## src/rtl/dmem_arbiter.sv

```systemverilog
// dmem_arbiter: two-requester arbiter and sequencer for a single-ported
// synchronous data memory.
//
// Requester 0 is the core load/store port and requester 1 is a secondary
// master. Arbitration is round-robin per accepted access. A requester can
// lock the memory for back-to-back accesses, and the lock is released by
// force after LOCK_MAX cycles.
//
// Build option: define DMEM_ARB_FIXED_PRIO_EN to make requester 0 win every
// conflict in the ARB state. When it is undefined (the default), conflicts
// are resolved round-robin.
module dmem_arbiter #(
  parameter int ADDRSIZE = 5,
  parameter int WORDSIZE = 32,
  parameter int LOCK_MAX = 4
) (
  input  logic                clk,
  input  logic                reset,
  input  logic                req0Valid,
  input  logic                req0Write,
  input  logic                req0Lock,
  input  logic [ADDRSIZE-1:0] req0Addr,
  input  logic [WORDSIZE-1:0] req0WData,
  output logic                req0Ready,
  input  logic                req1Valid,
  input  logic                req1Write,
  input  logic                req1Lock,
  input  logic [ADDRSIZE-1:0] req1Addr,
  input  logic [WORDSIZE-1:0] req1WData,
  output logic                req1Ready,
  output logic                rsp0Valid,
  output logic [WORDSIZE-1:0] rsp0Data,
  output logic                rsp1Valid,
  output logic [WORDSIZE-1:0] rsp1Data,
  output logic                memRead,
  output logic                memWrite,
  output logic [ADDRSIZE-1:0] memAddress,
  output logic [WORDSIZE-1:0] memWriteData,
  input  logic [WORDSIZE-1:0] memReadData
);

  localparam int CNTW = $clog2(LOCK_MAX) + 1;

  typedef enum logic [1:0] {
    ARB   = 2'd0,
    LOCK0 = 2'd1,
    LOCK1 = 2'd2
  } state_t;

  state_t            state;
  logic              lastGrant;
  logic [CNTW-1:0]   lockCnt;
  logic              grant0;
  logic              grant1;
  logic              lockDone;

  // A lock has used up its allowed time once the counter reaches LOCK_MAX-1.
  assign lockDone = (lockCnt == CNTW'(LOCK_MAX - 1));

  // Grant selection. A grant always implies valid, so a grant is an acceptance.
  always_comb begin
    // NOTE: both grants get a default before any branch, so no path leaves
    // them unassigned and no latch is inferred.
    grant0 = 1'b0;
    grant1 = 1'b0;
    if (!reset) begin
      case (state)
        ARB: begin
          if (req0Valid && req1Valid) begin
`ifdef DMEM_ARB_FIXED_PRIO_EN
            grant0 = 1'b1;
`else
            // The requester that did not win last time wins now.
            grant0 = lastGrant;
            grant1 = !lastGrant;
`endif
          end else begin
            grant0 = req0Valid;
            grant1 = req1Valid;
          end
        end
        LOCK0:   grant0 = req0Valid;
        LOCK1:   grant1 = req1Valid;
        default: begin
          grant0 = 1'b0;
          grant1 = 1'b0;
        end
      endcase
    end
  end

  assign req0Ready = grant0;
  assign req1Ready = grant1;

  // Memory command. When nothing is accepted, the address and data follow
  // requester 0 so that they stay deterministic.
  assign memRead      = (grant0 && !req0Write) || (grant1 && !req1Write);
  assign memWrite     = (grant0 && req0Write) || (grant1 && req1Write);
  assign memAddress   = grant1 ? req1Addr : req0Addr;
  assign memWriteData = grant1 ? req1WData : req0WData;

  // Read data comes straight from the memory. The valid flags mark the owner.
  assign rsp0Data = memReadData;
  assign rsp1Data = memReadData;

  // Sequencer state: response flags, round-robin history and lock tracking.
  always_ff @(posedge clk or posedge reset) begin
    if (reset) begin
      state     <= ARB;
      lastGrant <= 1'b1;
      lockCnt   <= '0;
      rsp0Valid <= 1'b0;
      rsp1Valid <= 1'b0;
    end else begin
      // NOTE: state is updated with non-blocking assignments, so every
      // register samples the values that held before this edge.
      rsp0Valid <= grant0 && !req0Write;
      rsp1Valid <= grant1 && !req1Write;

      if (grant0) begin
        lastGrant <= 1'b0;
      end else if (grant1) begin
        lastGrant <= 1'b1;
      end

      case (state)
        ARB: begin
          lockCnt <= '0;
          if (grant0 && req0Lock) begin
            state <= LOCK0;
          end else if (grant1 && req1Lock) begin
            state <= LOCK1;
          end
        end
        LOCK0: begin
          // Release takes priority over any lock request made in this cycle.
          if (lockDone || (grant0 && !req0Lock)) begin
            state   <= ARB;
            lockCnt <= '0;
          end else begin
            lockCnt <= lockCnt + CNTW'(1);
          end
        end
        LOCK1: begin
          if (lockDone || (grant1 && !req1Lock)) begin
            state   <= ARB;
            lockCnt <= '0;
          end else begin
            lockCnt <= lockCnt + CNTW'(1);
          end
        end
        default: begin
          state   <= ARB;
          lockCnt <= '0;
        end
      endcase
    end
  end

endmodule
```

## config.mk

```make
export PLATFORM = sky130hd
export DESIGN_NAME = dmem_arbiter
export DESIGN_NICKNAME = d
export VERILOG_FILES = /design/src/rtl/dmem_arbiter.sv
export SDC_FILE = /design/constraint.sdc
export NUM_CORES = 1
export LEC_CHECK = 0
export CAP_MARGIN = 20
export CORE_MARGIN = 5
export CORE_UTILIZATION = 23
export DETAILED_ROUTE_END_ITERATION = 16
export PLACE_DENSITY = 0.81
export SKIP_CTS_REPAIR_TIMING = 1
export SYNTH_ARGS = -nofsm -noshare
export SYNTH_HDL_FRONTEND = slang
export SYNTH_SLANG_ARGS = --single-unit
```

## constraint.sdc

```tcl
create_clock -name clk -period 2.21 [get_ports clk]
set_input_delay 0.442 -clock clk [delete_from_list [all_inputs] [get_ports clk]]
set_output_delay 0.442 -clock clk [all_outputs]
set_load 0.005 [all_outputs]
```

-- Word-level counts from Yosys, hierarchy flattened
Cells that the tools add are included.
- bits in registers: 8
- output and inout port bits: 107
- logic and storage cells: 51
- add/sub/neg operators: 1
- eq/ne operators: 6
- muxes and demuxes: 18
- reductions and logical operators: 21
- operators with widths (cell ; number):
    $mux W32 ; 1
    $logic_and A1 B1 Y1 ; 9
    $mux W2 ; 4
    $mux W1 ; 6
    $mux W3 ; 2
    $pmux W2 S3 ; 1
    $pmux W3 S2 ; 1
    $logic_not A1 Y1 ; 5
    $mux W5 ; 1
    $logic_or A1 B1 Y1 ; 4
    $ne A2 B2 Y1 const B ; 2
    $pmux W1 S2 ; 2
    $add A3 B1 Y3 const B ; 1
    $eq A3 B2 Y1 const B ; 1
    $ne A3 B3 Y1 const B ; 1
    $reduce_and A3 Y1 ; 1
    $eq A2 B1 Y1 const B ; 1
    $eq A2 B2 Y1 const B ; 1
    $logic_not A2 Y1 ; 1
    $reduce_bool A2 Y1 ; 1

-- Longest topological paths before layout
- depth after elaboration: 8
- depth in mapped cells: 8
- gate-level depth less buffers: 7

-- Least setup slack after synthesis
Ideal clock, no wire load.
- path type: reg2out
- start point: register state[1]
- end point: output port memWrite
- arrival time: 1.347 ns
- required time: 1.768 ns
- setup slack: 0.421 ns
- cell stages (with the launch flop): 7
- path buffers: 0
- path through: dfrtp_1 inv_1 ha_1 or3b_4 nand3_2 inv_2 a22o_1
- longest elaborated chain between the ends: 5
- elaborated cells on any way between the ends: 10
- ends and longest elaborated chain (element ; RTL line ; RTL):
    start: declaration ; 50 ; state_t state;
    start signal: assignment ; 109 ; state <= ARB;
    start signal: assignment ; 130 ; state <= LOCK0;
    start signal: assignment ; 132 ; state <= LOCK1;
    $eq A2 B1 Y1 / $logic_not A2 Y1 (equally long branches) ; 67 ; case (state)
    $pmux W1 S2 (*) ; 67 ;
    $mux W1 (*) ; 66 ; if (!reset) begin
    net req0Ready ; 24 ; output logic req0Ready,
    $logic_and A1 B1 Y1 (*) ; 98 ; assign memWrite = (grant0 && req0Write) || (grant1 && req1Write);
    $logic_or A1 B1 Y1 (*) ; 98 ;
    end: declaration ; 36 ; output logic memWrite,
Mark *: on every way through the listed nets, which the timed path passes. The rest lies on a longest branch.

-- Worst setup path in the final report
- start point: register state[0]
- end point: output port memWriteData[12]
- longest elaborated chain between the ends: 4
- elaborated cells on any way between the ends: 5
- ends and longest elaborated chain (element ; RTL line ; RTL):
    $eq A2 B2 Y1 / $logic_not A2 Y1 (equally long branches) ; 67 ;
    $pmux W1 S2 (*) ; 67 ;
    $mux W1 (*) ; 66 ;
    $mux W32 (*) ; 100 ; assign memWriteData = grant1 ? req1WData : req0WData;
    end: declaration ; 38 ; output logic [WORDSIZE-1:0] memWriteData,
Every way passes the cells marked *; elsewhere a longest branch is shown, timed or not.

==> summary.json <==
{
  "outcome": "finished with violations",
  "violations": "setup timing",
  "worst_setup_path_end_kind": "output port",
  "path_class": "register to output port",
  "wire_length_of_the_first_global_routing_pass_um": 6770,
  "worst-slew-pin-transition_ps": 419,
  "worst_hold_slack_ps": 393,
  "cts_num_sinks": 8,
  "routed_wire_length_um": 5940,
  "area_growth_pct": 92.5,
  "grt_start_max_net_pins": 30,
  "final_cell_mix": "sky130_fd_sc_hd__nand2_1 (99), sky130_fd_sc_hd__clkdlybuf4s50_1 (80), sky130_fd_sc_hd__dlymetal6s2s_1 (23)",
  "synth.mux.area_fraction_pct": 0,
  "num-fill-cells": 597,
  "area_of_the_core_sq_um": 6240,
  "mostFrequentLayoutCell": "sky130_fd_sc_hd__nand2_1",
  "final_setup_viols": 34,
  "slew_headroom_pct": 72.0,
  "netlist-cell-type-count": 29,
  "hpwl_um": 4260,
  "drcViolationCount": 0,
  "placed_cells_incl_taps": 376,
  "maxCapViolations": 0,
  "worst_r2r_startpoint": "state[0]$_DFFE_PP0P_",
  "setup_slack_ps": -187,
  "ir_worst_vdd_v": 0.000485,
  "area_of_combinational_cells_with_multiple_inputs_sq_um": 773,
  "finish.instance_area_sq_um": 2790,
  "synth_area_leaders": "sky130_fd_sc_hd__buf_4 (34%), sky130_fd_sc_hd__nand2_1 (29%), sky130_fd_sc_hd__dfrtp_1 (12%)",
  "synthesis.area_per_instance_sq_um": 6.25,
  "synth_xor_area_share_pct": 0,
  "cts_tree": "done",
  "post_synth_and_or_nand_nor_area_fraction_pct": 37.4,
  "synth-compound-area-share_pct": 5.26,
  "grt_util_all_layers_pct": 10.8,
  "yosys_warnings": 0,
  "final_max_slew_viol_count": 0,
  "htree_num_levels": 1,
  "cts_inserted_buffers": 3,
  "max_clock_freq_mhz": 417,
  "crit_arrival_ps": 1950,
  "finalHoldViolations": 0,
  "cp.required_ps": 1770,
  "dieHeight_um": 89.4,
  "vias_per_std_cell": 4.32,
  "route.detailed.wl_per_inst_um": 14.8,
  "num_vias": 1735,
  "floorplan.die_area_sq_um": 7990,
  "placed_area_sq_um": 2400,
  "dpl_worst_slack_ps": -475,
  "clock_latency_of_the_later_clocked_register_in_the_worst_skew_pair_ps": 230,
  "layoutNonFillerInstCount": 402,
  "drt_pre_antenna_iters": 4,
  "crit_path_start": "state[0]$_DFFE_PP0P_",
  "portBuffers": 124,
  "synth_area_sq_um": 1450,
  "synth_seq_area_share_pct": 13.9,
  "ctsRootBufferMaster": "sky130_fd_sc_hd__clkbuf_8",
  "sequential_cell_area_sq_um": 201,
  "p_per_area_nw_per_um2": 609,
  "final_period_minus_worst_setup_slack_ps": 2400,
  "die_width_um": 89.4,
  "finalWeightedCongestion": 0.805,
  "ant_nets": 0,
  "synth_cells": 232,
  "drtIter0Drc": 10,
  "setup.worst_path.start_class": "register",
  "synth_top_area_cell": "sky130_fd_sc_hd__buf_4",
  "diodes": 0,
  "number_of_core_rows": 29,
  "clock_skew_ps": 1.89,
  "main_combinational_cell_family_by_area_after_synthesis": "buffers and inverters",
  "cp_max_fo": 7,
  "clk_pin_slew_ps": 40,
  "clock_tree.buffer_depth": 2,
  "yosys_register_bits": 8,
  "timing.hold.worst.class": "input port to async pin",
  "yosys.area_share.adder_pct": 5.18,
  "fin_crit_sh_pct": 108,
  "grt_setup_unrepaired": "true",
  "nNetsFinal": 446,
  "total_leakage_power_nw": 1.57,
  "first_global_vias": 1586,
  "io-pin-count": 221,
  "fraction_of_layout_instances_using_a_drive_strength_above_1_pct": 27.4,
  "yosysTopAreaCellShare_pct": 33.6,
  "number_of_nets_in_the_synthesized_netlist": 352,
  "floorplan.initialDensity_pct": 23.2,
  "overflow": 0,
  "antenna_found_initial": 0
}
==> Yosys cell counts <==
cell type and number:
sky130_fd_sc_hd__nand2_1 112, sky130_fd_sc_hd__buf_4 65, sky130_fd_sc_hd__dfrtp_1 7, sky130_fd_sc_hd__buf_2 6, sky130_fd_sc_hd__ha_1 6, sky130_fd_sc_hd__inv_1 5
sky130_fd_sc_hd__nor2_1 5, sky130_fd_sc_hd__a21oi_1 2, sky130_fd_sc_hd__inv_2 2, sky130_fd_sc_hd__nand3b_1 2, sky130_fd_sc_hd__nor3b_1 2, sky130_fd_sc_hd__a22o_1 1
sky130_fd_sc_hd__a31oi_1 1, sky130_fd_sc_hd__and3_1 1, sky130_fd_sc_hd__buf_6 1, sky130_fd_sc_hd__dfstp_2 1, sky130_fd_sc_hd__nand2b_1 1, sky130_fd_sc_hd__nand3_1 1
sky130_fd_sc_hd__nand3_2 1, sky130_fd_sc_hd__nand4_2 1, sky130_fd_sc_hd__nor2b_1 1, sky130_fd_sc_hd__nor2b_2 1, sky130_fd_sc_hd__o211ai_2 1, sky130_fd_sc_hd__o21a_1 1
sky130_fd_sc_hd__o22ai_1 1, sky130_fd_sc_hd__o2bb2ai_1 1, sky130_fd_sc_hd__o32ai_2 1, sky130_fd_sc_hd__or2_2 1, sky130_fd_sc_hd__or3b_4 1
==> report_power, final <==
part	internal (W)	switching [W]
clock	0.000125	0.0000616
combinational	0.000781	0.000527
sequential	0.000184	0.0000209
==> final timing paths <==
kind | cells after the start | end | slack, ps
worst max-delay path | 11 | memWriteData[12] | -190
worst min-delay path | 3 | lockCnt[1]$_DFF_PP0_ | 390
worst max register to register | 7 | state[0]$_DFFE_PP0P_ | 480
worst min register to register | 1 | lockCnt[0]$_DFF_PP0_ | 450
max in group asynchronous | 3 | lastGrant$_DFFE_PP1P_ | 1530
min in group clk | 1 | lockCnt[0]$_DFF_PP0_ | 450
==> logic make-up (layout without fill, tap and decap cells) <==
group	count (synthesis)	count (layout)
DFF	8	8
AOI/OAI and AO/OA	9	9
buffers and inverters	79	172
adders and majority gates	6	6
and+or+nand+nor	130	130
==> stage by stage <==
step	util, %	power, W	setup TNS [ps]
after global routing	44.7	0.00183	-7670
after detailed placement	38.5	0.00130	-16330
after global placement	38.5	0.00128	-15630
after CTS	39.3	0.00150	-18140
after floorplan	-	0.000726	0
final	44.7	0.00170	-4060
==> routing by layer <==
layer | track usage [%] | up-vias | routed length [um]
li1 | - | 834 | -
met1 | 8.57 | 747 | 1860
met2 | 21.3 | 134 | 3120
met3 | 5.25 | 20 | 825
met4 | 5.68 | 0 | 131
met5 | 0 | - | 0
==> state kept, by name, indices dropped and copies added (netlist names) <==
| signal | count |
|---|---|
| lastGrant | 1 |
| lockCnt | 3 |
| rsp0Valid | 1 |
| rsp1Valid | 1 |
| state | 2 |
==> critical path, cell delays in order, from the launching register on <==
cell,delay (ps)
sky130_fd_sc_hd__dfrtp_1,360
sky130_fd_sc_hd__inv_2,70
sky130_fd_sc_hd__ha_4,160
sky130_fd_sc_hd__nand3b_1,220
sky130_fd_sc_hd__o211ai_4,140
sky130_fd_sc_hd__clkinv_4,140
sky130_fd_sc_hd__buf_6,140
sky130_fd_sc_hd__clkbuf_16,150
sky130_fd_sc_hd__buf_6,110
sky130_fd_sc_hd__nand2_1,60
sky130_fd_sc_hd__nand2_1,60
sky130_fd_sc_hd__clkbuf_2,110
==> layout make-up <==
cell class / instances / share of cell area [%]
clock buffer: 4 / 1.61
inverter: 7 / 1.12
multi-input combinational: 145 / 27.7
sequential: 8 / 7.22
tap: 77 / 3.45
timing repair buffer: 161 / 58.9
Power figures use the tool's default switching activity.
